**config.mk**
```make
export PLATFORM = sky130hd
export DESIGN_NAME = llc_cmd_sequencer
export DESIGN_NICKNAME = d
export VERILOG_FILES = /design/src/rtl/llc_cmd_sequencer.sv
export SDC_FILE = /design/constraint.sdc
export NUM_CORES = 1
export LEC_CHECK = 0
export ABC_AREA = 1
export CORE_MARGIN = 2
export CORE_UTILIZATION = 30
export CTS_CLUSTER_DIAMETER = 50
export DETAILED_ROUTE_END_ITERATION = 12
export PLACE_DENSITY = 0.52
export SYNTH_ARGS = -nofsm -noshare
export SYNTH_HDL_FRONTEND = slang
export SYNTH_SLANG_ARGS = --single-unit
```
**constraint.sdc**
```tcl
create_clock -name clk -period 4.9 [get_ports clk]
set_input_delay 0.98 -clock clk [delete_from_list [all_inputs] [get_ports clk]]
set_output_delay 0.98 -clock clk [all_outputs]
set_load 0.005 [all_outputs]
```
**src/rtl/llc_cmd_sequencer.sv**
```systemverilog
// Command sequencer in front of the LLC model: buffers trace commands in a FIFO,
// issues them one at a time and re-issues a command when the LLC raises hold.
module llc_cmd_sequencer #(
   parameter int DEPTH     = 8,
   parameter int MAX_RETRY = 2,
   parameter int IDLE_OP   = 7
) (
   input  logic        clk,
   input  logic        rst_n,
   input  logic        cmd_valid,
   input  logic [31:0] cmd_op,
   input  logic [31:0] cmd_addr,
   output logic        cmd_ready,
   output logic [31:0] llc_op,
   output logic [31:0] llc_addr,
   input  logic        llc_hold,
   output logic        busy,
   output logic [31:0] issued_count,
   output logic [31:0] retry_count,
   output logic        retry_err
);

   localparam int AW = $clog2(DEPTH);
   localparam int RW = (MAX_RETRY < 1) ? 1 : $clog2(MAX_RETRY + 1);

   // Handshake: a command transfers on any rising edge where cmd_valid && cmd_ready;
   // cmd_ready depends only on FIFO fullness, never on cmd_valid.

   typedef enum logic [1:0] {
      S_IDLE  = 2'd0,
      S_ISSUE = 2'd1,
      S_CHECK = 2'd2
   } state_t;

   state_t state, state_nxt;

   logic [31:0]   fifo_op   [DEPTH];
   logic [31:0]   fifo_addr [DEPTH];
   logic [AW:0]   wr_ptr, rd_ptr;
   logic          full, empty, push, pop;

   logic [31:0]   cur_op, cur_addr;
   logic [RW-1:0] retries;

   logic          load_new, reissue, drive_idle;
   logic          inc_issued, inc_retry, set_err;
   logic          retry_hit, can_retry, is_ctrl_op;

   // Extra pointer bit distinguishes full from empty when the indices match.
   assign empty     = (wr_ptr == rd_ptr);
   assign full      = (wr_ptr[AW] != rd_ptr[AW]) && (wr_ptr[AW-1:0] == rd_ptr[AW-1:0]);
   assign cmd_ready = !full;
   assign push      = cmd_valid && !full;
   assign busy      = !empty || (state != S_IDLE);

   always_ff @(posedge clk) begin
      if (push) begin
         fifo_op[wr_ptr[AW-1:0]]   <= cmd_op;
         fifo_addr[wr_ptr[AW-1:0]] <= cmd_addr;
      end
   end

   always_ff @(posedge clk or negedge rst_n) begin
      if (!rst_n) begin
         wr_ptr <= '0;
         rd_ptr <= '0;
      end else begin
         if (push) wr_ptr <= wr_ptr + (AW+1)'(1);
         if (pop)  rd_ptr <= rd_ptr + (AW+1)'(1);
      end
   end

   // Only demand reads, writes and snoop-rd-with-intent (op 5) can be split by the LLC.
   assign retry_hit  = llc_hold && ((cur_op == 32'd0) || (cur_op == 32'd1) ||
                                    (cur_op == 32'd2) || (cur_op == 32'd5));
   assign can_retry  = (retries < RW'(MAX_RETRY));
   assign is_ctrl_op = (cur_op == 32'd8) || (cur_op == 32'd9);

   always_comb begin
      state_nxt  = state;
      pop        = 1'b0;
      load_new   = 1'b0;
      reissue    = 1'b0;
      drive_idle = 1'b0;
      inc_issued = 1'b0;
      inc_retry  = 1'b0;
      set_err    = 1'b0;
      case (state)
         S_IDLE: begin
            if (!empty) begin
               pop       = 1'b1;
               load_new  = 1'b1;
               state_nxt = S_ISSUE;
            end
         end
         S_ISSUE: begin
            drive_idle = 1'b1;
            if (is_ctrl_op) begin
               inc_issued = 1'b1;
               state_nxt  = S_IDLE;
            end else begin
               state_nxt  = S_CHECK;
            end
         end
         S_CHECK: begin
            if (retry_hit && can_retry) begin
               reissue   = 1'b1;
               inc_retry = 1'b1;
               state_nxt = S_ISSUE;
            end else begin
               inc_issued = 1'b1;
               set_err    = retry_hit;
               if (!empty) begin
                  pop       = 1'b1;
                  load_new  = 1'b1;
                  state_nxt = S_ISSUE;
               end else begin
                  state_nxt = S_IDLE;
               end
            end
         end
         default: state_nxt = S_IDLE;
      endcase
   end

   always_ff @(posedge clk or negedge rst_n) begin
      if (!rst_n) state <= S_IDLE;
      else        state <= state_nxt;
   end

   // llc_op carries a real command for exactly the one ISSUE cycle.
   always_ff @(posedge clk or negedge rst_n) begin
      if (!rst_n) begin
         llc_op   <= 32'(IDLE_OP);
         llc_addr <= '0;
         cur_op   <= '0;
         cur_addr <= '0;
         retries  <= '0;
      end else if (load_new) begin
         llc_op   <= fifo_op[rd_ptr[AW-1:0]];
         llc_addr <= fifo_addr[rd_ptr[AW-1:0]];
         cur_op   <= fifo_op[rd_ptr[AW-1:0]];
         cur_addr <= fifo_addr[rd_ptr[AW-1:0]];
         retries  <= '0;
      end else if (reissue) begin
         llc_op   <= cur_op;
         llc_addr <= cur_addr;
         retries  <= retries + RW'(1);
      end else if (drive_idle) begin
         llc_op   <= 32'(IDLE_OP);
      end
   end

   always_ff @(posedge clk or negedge rst_n) begin
      if (!rst_n) begin
         issued_count <= '0;
         retry_count  <= '0;
         retry_err    <= 1'b0;
      end else begin
         if (inc_issued) issued_count <= issued_count + 32'd1;
         if (inc_retry)  retry_count  <= retry_count + 32'd1;
         if (set_err)    retry_err    <= 1'b1;
      end
   end

endmodule

```
==> qor.txt, run 1 <==
run status: finished clean
slowest stage delay, CP: 0.54 ns
Synthesized Nets: 2,650
total gr overflow: 0
WS Path Type: flop to primary output
combinational power share: 0.350
cts hold-fix bufs: 0
sequential share of the synthesized area: 0.689
Worst Setup End Kind: primary output
routability cong.: 0.799
setup TNS: 0 ns
post-synthesis cell type count: 50
Max-cap violations: 0
initial core utilization: 0.302
Die ar.: 0.102 sq mm
Clock Sinks: 717
sequential power share: 0.358
RSZ-0062 raised after global routing: false
final instance area: 0.0363 sq mm
Hold Crit Class: input pin to asynchronous set/reset pin
CORE AREA: 0.0984 sq mm
Data required, critical path: 3.92 ns
Hold Slack: 0.382 ns
met2 wire length: 37.3 mm
Placed Area: 0.0331 sq mm
Yosys warnings: 0
peak supply drop: 0.464 mV
share of layout cells above drive strength 1: 0.103
vias in the first global route: 19.3k
post-CTS setup buffers: 0
Worst-Margin Slew: 1.09 ns
cells after synthesis: 2,574
CP max-delay cell: clkdlybuf4s50_1
Post-Route Skew: 0.0454 ns
Worst-path clk slew: 0.06 ns
initial antenna violation count: 17
initial drt markers: 1,397
via count: 19.7k
worst-path fanout max: 6
Sw Share: 0.373
placed wire-length estimate: 45.3 mm
max layer used: met5
Tot Pwr: 23.3 mW
post-layout min period: 3.79 ns
CTS buffer count: 90
critical-path cell list: xnor2_2 > nand2_1 > or3_1 > or2_0 > clkdlybuf4s50_1
Residual DRC: 0
setup slack, reg-to-reg: 1.71 ns
Leakage: 13.7 nW
Met1 Wirelength: 35.3 mm
Detail Route Antenna Nets: 0
fin cells: 4,130
max_slew headroom: 0.276
area grow syn2layout: 21.9%
Cells after DPL: 3,958
first-pass GRT wire length: 121 mm
Worst-Skew Late Latency: 0.66 ns
number of core rows: 115
top cells by area, synth: edfxtp_1 52%, dfrtp_1 17%, nand2_1 6.6%
Detailed Route WL: 79.6 mm
Worst R2R Start: cur_op[22]
dpl ws: 1.08 ns
Final Util: 0.369
fill count: 9,659
GR Util All Layers: 0.155
DRT Pass-1 Iters: 5
largest net degree at the start of global routing: 185
Worst R2R Path Depth: 14
htree depth: 3
Synth Area per Inst: 11.6 sq um
leading area contributor after synthesis: edfxtp_1
Hold Fails Final Rpt: 0
Buf+Inv Stages, Crit Path: 1
Root Buffer: clkbuf_16
CTS resizes: 0
CP delay by family, top: simple AND/OR/NAND/NOR gates
mean number of vias per cell: 4.76
Port Buffer Count: 198
Final Setup Violations: 0
I/O Pins: 199
CTS tree: yes
power per cell area: 643 mW/mm^2
R2R Path End: llc_op[18]
max frequency: 264 MHz
average wire per standard cell: 19.3 microns
Cell Int Power: 14.6 mW
Die X: 319 microns
Synth Cell Area: 0.0298 sq mm
clk buf depth: 3
met3 WL: 5.13 mm
critical path arrival: 2.81 ns
Die Ht: 319 microns
crit start category: flop
layout net count: 2,839
Clock power frac: 0.292
fin crit share: 0.773
Synth top area share: 0.517
worst setup margin: 1.11 ns
Synth Register Bits: 717
NetSw: 8.69 mW
fin. max-slew vios: 0
==> sequential cells by signal (all words and copies together) (netlist names) <==
signal / cells
cur_addr: 32
cur_op: 32
fifo_addr: 256
fifo_op: 256
issued_count: 32
llc_addr: 32
llc_op: 32
rd_ptr: 4
retries: 2
retry_count: 32
retry_err: 1
state: 2
wr_ptr: 4
==> synth_stat cells, drive strengths merged <==
cell type / instances
nor3: 28
o21a: 32
dfstp: 3
o211ai: 33
o21ai: 173
o22ai: 67
a21o: 24
inv: 129
clkbuf: 67
nand3: 175
mux2i: 1
o31ai: 3
nor4b: 1
nand2: 560
a21oi: 35
o32ai: 29
edfxtp: 512
or2: 2
xor2: 38
o21bai: 5
or3: 1
clkinv: 1
buf: 70
a41o: 1
nor2: 306
nand4: 30
xnor2: 28
nor4: 10
dfrtp: 202
ha: 8
==> power groups by stage <==
stage,logic [mW],registers [mW],clock network (mW)
6_report,8.15,8.35,6.81
5_1_grt,9.10,8.46,7.25
4_1_cts,8.31,8.36,6.99
3_5_place_dp,8.28,8.47,0
3_3_place_gp,8.17,8.47,0
2_1_floorplan,5.72,8.40,0
==> placed cells by master (no fill, tap or decap), types with 27 or more instances in the layout <==
master	count
xor2_1	38
nand3_1	175
o21a_1	32
nor3_1	27
o21ai_0	168
clkbuf_16	91
nand2_1	526
nand2_2	30
dfrtp_1	199
o211ai_2	32
clkdlybuf4s50_1	197
nor2_1	294
o32ai_1	29
o22ai_1	67
xnor2_1	27
inv_1	123
nand4_1	29
edfxtp_1	512
==> cell type report <==
cell class | instances | area [sq um] | share of cell area
tap | 1287 | 1610 | 0.0444
clock buffer | 116 | 2450 | 0.0676
antenna | 3 | 7.51 | 0.000207
timing repair buffer | 234 | 2390 | 0.0660
inverter | 130 | 497 | 0.0137
multi-input combinational | 1590 | 8100 | 0.223
sequential | 717 | 20500 | 0.566
clock inverter | 53 | 698 | 0.0192
==> kinds of logic after synthesis <==
kind of cell,synth area share
AO/OA/AOI/OAI,0.0892
XOR/XNOR,0.0197
adder cells (fa/ha/maj),0.00336
buffers and inverters,0.0410
flip-flops,0.689
multiplexers,0.000336
AND/OR/NAND/NOR,0.157
==> worst reg2reg max path, cell delays in order (launching register included) <==
cell	delay [ns]
dfrtp_1	0.38
nor2_1	0.12
nand2_1	0.07
nor2_1	0.19
nand2_1	0.25
nor2_4	0.20
nand3_1	0.09
nand2_1	0.11
nand2_2	0.13
nand2_8	0.35
inv_4	0.13
nand2_4	0.39
nand2_4	0.39
nand2_1	0.20
nand2_1	0.07
==> routing by layer <==
layer | global-route usage | up-vias
met5 | 0 | -
met4 | 0.0493 | 24
met3 | 0.0398 | 127
met2 | 0.250 | 438
met1 | 0.204 | 9699
li1 | - | 9370
==> how the worst max path moves through the flow <==
stage | endpoint | from | cells past startpoint | slack, ns
finish | busy | rd_ptr[0] | 5 | 1.11
global route | busy | rd_ptr[0] | 5 | 1.00
CTS | busy | rd_ptr[0] | 5 | 1.04
detailed placement | llc_op[22] | llc_hold | 12 | 1.08
global placement | llc_op[14] | llc_hold | 12 | 1.21
floorplan | fifo_addr[0][0] | cmd_valid | 3 | 0.37
Power figures use the tool's default switching activity.
==> run 2: changes to the inputs <==
- PLACE_DENSITY: 0.52 -> 0.54
- clock period: 4.9 -> 3.33 ns (I/O delays scaled with it)
==> run 2 against run 1 <==
  * Worst setup slack got worse by 0.96 ns
  * Sequential power increased by 46%
  * Clock skew increased by 0.0030 ns
  * Largest cell class unchanged
  * Largest power group is now combinational logic
==> qor.txt, run 2 (synthesis gave the netlist of run 1 again) <==
run status: finished clean
most common cell after layout, fill and taps aside: nand2_1
average wire per standard cell: 18.7 microns (-2.9%)
WS Path Type: flop to primary output
sequential power share: 0.360 (+0.002)
Cell Int Power: 21.3 mW (+46%)
I/O Pins: 199 (unchanged)
number of core rows: 115 (unchanged)
Clock power frac: 0.279 (-0.013)
htree depth: 3 (unchanged)
Data required, critical path: 2.66 ns (-1.26 ns)
first-pass GRT wire length: 120 mm (-1.0%)
Placed Area: 0.0334 sq mm (+0.74%)
routability cong.: 0.811 (+1.6%)
Tot Pwr: 34.0 mW (+46%)
peak supply drop: 0.792 mV (+71%)
clk buf depth: 3 (unchanged)
layout net count: 2,851 (+0.42%)
Cells after DPL: 3,971 (+0.33%)
fin cells: 4,142 (+0.29%)
DRT Pass-1 Iters: 5 (unchanged)
placed wire-length estimate: 45.0 mm (-0.65%)
max_slew headroom: 0.308 (+0.0313)
dpl ws: 0.234 ns (-0.841 ns)
Die X: 319 microns (unchanged)
crit path launch: rd_ptr[0]
Final Setup Violations: 0 (unchanged)
combinational power share: 0.361 (+0.011)
Die ar.: 0.102 sq mm (unchanged)
Reg area: 0.0205 sq mm (unchanged)
NetSw: 12.7 mW (+46%)
post-CTS setup buffers: 0 (unchanged)
Die Ht: 319 microns (unchanged)
initial antenna violation count: 15 (-2)
Post-Route Skew: 0.0484 ns (+0.00300 ns)
area grow syn2layout: 22.1%
Port Buffer Count: 198 (unchanged)
CTS tree: yes
Worst R2R Start: rd_ptr[1]
Hold Crit Class: flop to flop
fin crit share: 0.954
initial core utilization: 0.302 (unchanged)
Worst R2R Path Depth: 9 (-5)
CP Capture Point: busy
critical path arrival: 2.51 ns (-0.30 ns)
largest net degree at the start of global routing: 223 (+21%)
Detail Route Antenna Nets: 0 (unchanged)
via count: 19.6k (-0.17%)
Worst-path clk slew: 0.06 ns (about the same)
mean number of vias per cell: 4.74 (-0.46%)
Root Buffer: clkbuf_16
power per cell area: 936 mW/mm^2 (+46%)
Worst-Margin Slew: 1.04 ns (-0.0470 ns)
worst-path fanout max: 6 (unchanged)
Hold Fails Final Rpt: 0 (unchanged)
Residual DRC: 0 (unchanged)
fin. max-slew vios: 0 (unchanged)
Leakage: 13.7 nW (+0.11%)
R2R Path End: llc_addr[29]
Detailed Route WL: 77.5 mm (-2.6%)
GR Util All Layers: 0.152 (-0.00294)
vias in the first global route: 19.4k (+0.79%)
Max-cap violations: 0 (unchanged)
Worst-Skew Late Latency: 0.65 ns (about the same)
fill count: 9,652 (-0.072%)
most frequent cells in the layout: 527 x nand2_1, 512 x edfxtp_1, 294 x nor2_1
area of the multi-input gates: 0.00810 sq mm (about the same)
final instance area: 0.0363 sq mm (+0.16%)
crit start category: flop
worst setup margin: 0.154 ns (-0.959 ns)
initial drt markers: 1,295 (-7.3%)
Clock Sinks: 717 (unchanged)
post-layout min period: 3.18 ns
max frequency: 315 MHz
CTS buffer count: 88 (-2.2%)
total gr overflow: 0 (unchanged)
CORE AREA: 0.0984 sq mm (unchanged)
RSZ-0062 raised after global routing: false
share of layout cells above drive strength 1: 0.104 (+0.00136)
Sw Share: 0.374 (+0.00140)
Worst Setup End Kind: primary output
setup slack, reg-to-reg: 0.28 ns (-1.43 ns)
-- run 2: through the flow --
| step | hold slack (ns) | util | setup TNS, ns |
|---|---|---|---|
| 2_1_floorplan | 0.370 | - | -263.83 |
| 3_3_place_gp | 0.460 | 0.339 | 0 |
| 3_5_place_dp | 0.467 | 0.339 | 0 |
| 4_1_cts | 0.477 | 0.369 | 0 |
| 5_1_grt | 0.488 | 0.369 | 0 |
| 6_report | 0.470 | 0.369 | 0 |
-- run 2: worst min-delay path by stage --
stage,end,slack [ns],cells past startpoint,start
CTS,retry_err,0.48,1,retry_err
global placement,cur_op[15],0.46,1,cur_op[15]
detailed placement,cur_op[24],0.47,1,cur_op[24]
floorplan,cur_addr[0],0.37,0,rst_n
global route,cur_op[21],0.49,1,cur_op[21]
finish,retry_err,0.47,1,retry_err
-- run 2: worst max-delay path, cell delays in order, from the launching register on --
cell and delay (ns):
dfrtp_4 0.50, xnor2_2 0.16, nand2_1 0.08, or3_4 0.43
or2_0 0.32, dlygate4sd2_1 0.35
-- run 2: cell type report --
cell class | count | area share
inverters | 130 | 0.0137
well taps | 1287 | 0.0443
clock buffers | 104 | 0.0637
flip-flops and latches | 717 | 0.565
diodes | 4 | 0.000275
clock inverters | 62 | 0.0174
multi-input cells | 1590 | 0.223
repair buffers | 248 | 0.0730
-- run 2: metal layers --
layer / global-route usage / routed length [microns]
met1: 0.206 / 35800
met4: 0.0469 / 1750
met3: 0.0333 / 4100
met5: 0 / 115
met2: 0.244 / 35800
-- run 2: timing repair --
action / in CTS / in global routing
hold buffers: 1 / 0
endpoints found under the setup margin: 1 / 0
endpoints found under the hold margin: 46 / 0
resized for setup: 2 / 0
-- run 2: power by group through the flow --
stage	combinational, mW	clock (mW)	sequential, mW
after global routing	13.7	10.1	12.4
after detailed placement	12.5	0	12.4
final	12.3	9.49	12.2
after floorplan	8.42	0	12.3
after global placement	12.4	0	12.4
after CTS	12.5	9.74	12.3
==> run 3: changes to the inputs <==
- CTS_CLUSTER_SIZE: unset -> 14
- SETUP_SLACK_MARGIN: unset -> 0.3
==> run 3 against run 2 <==
  * Critical endpoint unchanged
  * Clock power shrank 2.7%
  * Count of clock-buffer cells in the layout shrank 2
  * Wire length grew 0.26%
  * Die area is the same
  * Clock skew shrank 0.019 ns
  * Largest power group is now sequential cells
==> qor.txt, run 3 (synthesis gave the netlist of run 1 again) <==
run status: finished clean
setup TNS: 0 ns (unchanged)
mean number of vias per cell: 4.77 (+0.59%)
Die X: 319 microns (unchanged)
GR Util All Layers: 0.152 (-0.000485)
number of core rows: 115 (unchanged)
Worst R2R Path Depth: 9 (unchanged)
Residual DRC: 0 (unchanged)
Worst Setup End Kind: primary output
CTS tree: yes
critical path arrival: 2.27 ns (-0.24 ns)
worst-path fanout max: 5 (-1)
Detailed Route WL: 77.7 mm (+0.26%)
fin. max-slew vios: 0 (unchanged)
combinational power share: 0.364 (+0.003)
placed wire-length estimate: 46.0 mm (+2.2%)
Worst-path clk slew: 0.06 ns (about the same)
global routing's busiest layer: met2
largest net degree at the start of global routing: 171 (-23%)
fill count: 9,603 (-0.51%)
layout net count: 2,848 (-0.11%)
routability cong.: 0.812 (about the same)
max_slew headroom: 0.476 (+0.169)
area of the multi-input gates: 0.00811 sq mm (+0.12%)
Port Buffer Count: 198 (unchanged)
fin crit share: 0.881 (-0.0728)
total gr overflow: 0 (unchanged)
worst setup margin: 0.397 ns (+0.242 ns)
DRT Pass-1 Iters: 5 (unchanged)
area grow syn2layout: 21.7%
Hold Fails Final Rpt: 0 (unchanged)
met3 Usage GRT: 0.0325 (-0.000826)
Leakage: 13.7 nW (-0.17%)
vias in the first global route: 19.1k (-1.6%)
I/O Pins: 199 (unchanged)
average wire per standard cell: 18.8 microns (+0.55%)
Worst-Skew Late Latency: 0.64 ns (about the same)
Detail Route Antenna Nets: 0 (unchanged)
Die Ht: 319 microns (unchanged)
final instance area: 0.0362 sq mm (-0.27%)
most common cell after layout, fill and taps aside: nand2_1
via count: 19.7k (+0.30%)
Reg area: 0.0205 sq mm (unchanged)
clk buf depth: 3 (unchanged)
peak supply drop: 0.991 mV (+25%)
Final Setup Violations: 0 (unchanged)
CORE AREA: 0.0984 sq mm (unchanged)
Cell Int Power: 21.2 mW (-0.55%)
Clock power frac: 0.273 (-0.006)
RSZ-0062 raised after global routing: false
post-layout min period: 2.93 ns (-0.242 ns)
WS Path Type: flop to primary output
NetSw: 12.7 mW (-0.47%)
GRT met2 Usage: 0.244 (-0.000436)
crit start category: flop
Placed Area: 0.0334 sq mm (about the same)
Data required, critical path: 2.66 ns (about the same)
share of layout cells above drive strength 1: 0.107 (+0.00248)
Sw Share: 0.374 (about the same)
first-pass GRT wire length: 119 mm (-1.1%)
Root Buffer: clkbuf_16
Die ar.: 0.102 sq mm (unchanged)
dpl ws: 0.490 ns (+0.255 ns)
Worst-Margin Slew: 0.778 ns (-0.260 ns)
met1 usage: 0.206 (about the same)
initial drt markers: 1,373 (+6.0%)
Clock Sinks: 717 (unchanged)
sequential power share: 0.363 (+0.003)
Max-cap violations: 0 (unchanged)
power per cell area: 934 mW/mm^2 (-0.25%)
Post-Route Skew: 0.0293 ns (-0.0191 ns)
CTS buffer count: 82 (-6.8%)
initial core utilization: 0.302 (unchanged)
initial antenna violation count: 13 (-2)
Hold Crit Class: input pin to asynchronous set/reset pin
max frequency: 341 MHz (+8.3%)
most frequent cells in the layout: 527 x nand2_1, 512 x edfxtp_1, 294 x nor2_1
Final Util: 0.368 (-0.000991)
htree depth: 3 (unchanged)
run 3: critical path, cell delays in order, from the launching register on:
cell,delay (ns)
dfrtp_4,0.52
xnor2_2,0.15
nand2_1,0.08
or3_4,0.36
or2_4,0.27
clkdlybuf4s15_2,0.25
run 3: power groups by stage:
stage | clock network, mW | logic [mW] | registers, mW
global route | 9.81 | 13.8 | 12.4
floorplan | 0 | 8.45 | 12.3
finish | 9.23 | 12.3 | 12.3
global placement | 0 | 12.4 | 12.4
detailed placement | 0 | 12.5 | 12.5
CTS | 9.47 | 12.5 | 12.3
run 3: final timing paths:
| check | slack, ns | end | start |
|---|---|---|---|
| max in group asynchronous | 2.41 | llc_op[1] | rst_n |
| min in group clk | 0.47 | cur_op[29] | cur_op[29] |
| worst max-delay path | 0.40 | busy | rd_ptr[0] |
| worst max register to register | 0.58 | llc_op[1] | rd_ptr[1] |
| worst min-delay path | 0.09 | retry_count[0] | rst_n |
| worst min register to register | 0.47 | cur_op[29] | cur_op[29] |
run 3: final cells by class:
class,instances,area share
flip-flops and latches,717,0.566
diodes,2,0.000138
repair buffers,251,0.0738
inverters,130,0.0137
clock buffers,102,0.0624
multi-input cells,1590,0.224
well taps,1287,0.0444
clock inverters,51,0.0154
run 3: routing by layer:
metal	share of wire	up-vias
li1	-	9385
met1	0.46	9754
met2	0.47	423
met3	0.055	103
met4	0.019	18
met5	0.0014	-
run 3: timing repair:
item                       CTS  global route
gates cloned                 0             0
setup endpoints to repair    1             1
hold buffers                 0             0
gates resized for setup      6             1
buffers inserted             0             0
run 3: stage by stage:
stage	hold slack (ns)	power [mW]	instances
after global routing	0.145	36.0	4130
after floorplan	0.370	20.7	2574
after detailed placement	0.465	24.9	3975
after global placement	0.459	24.9	3975
after CTS	0.0972	34.3	4128
final	0.0873	33.8	4130
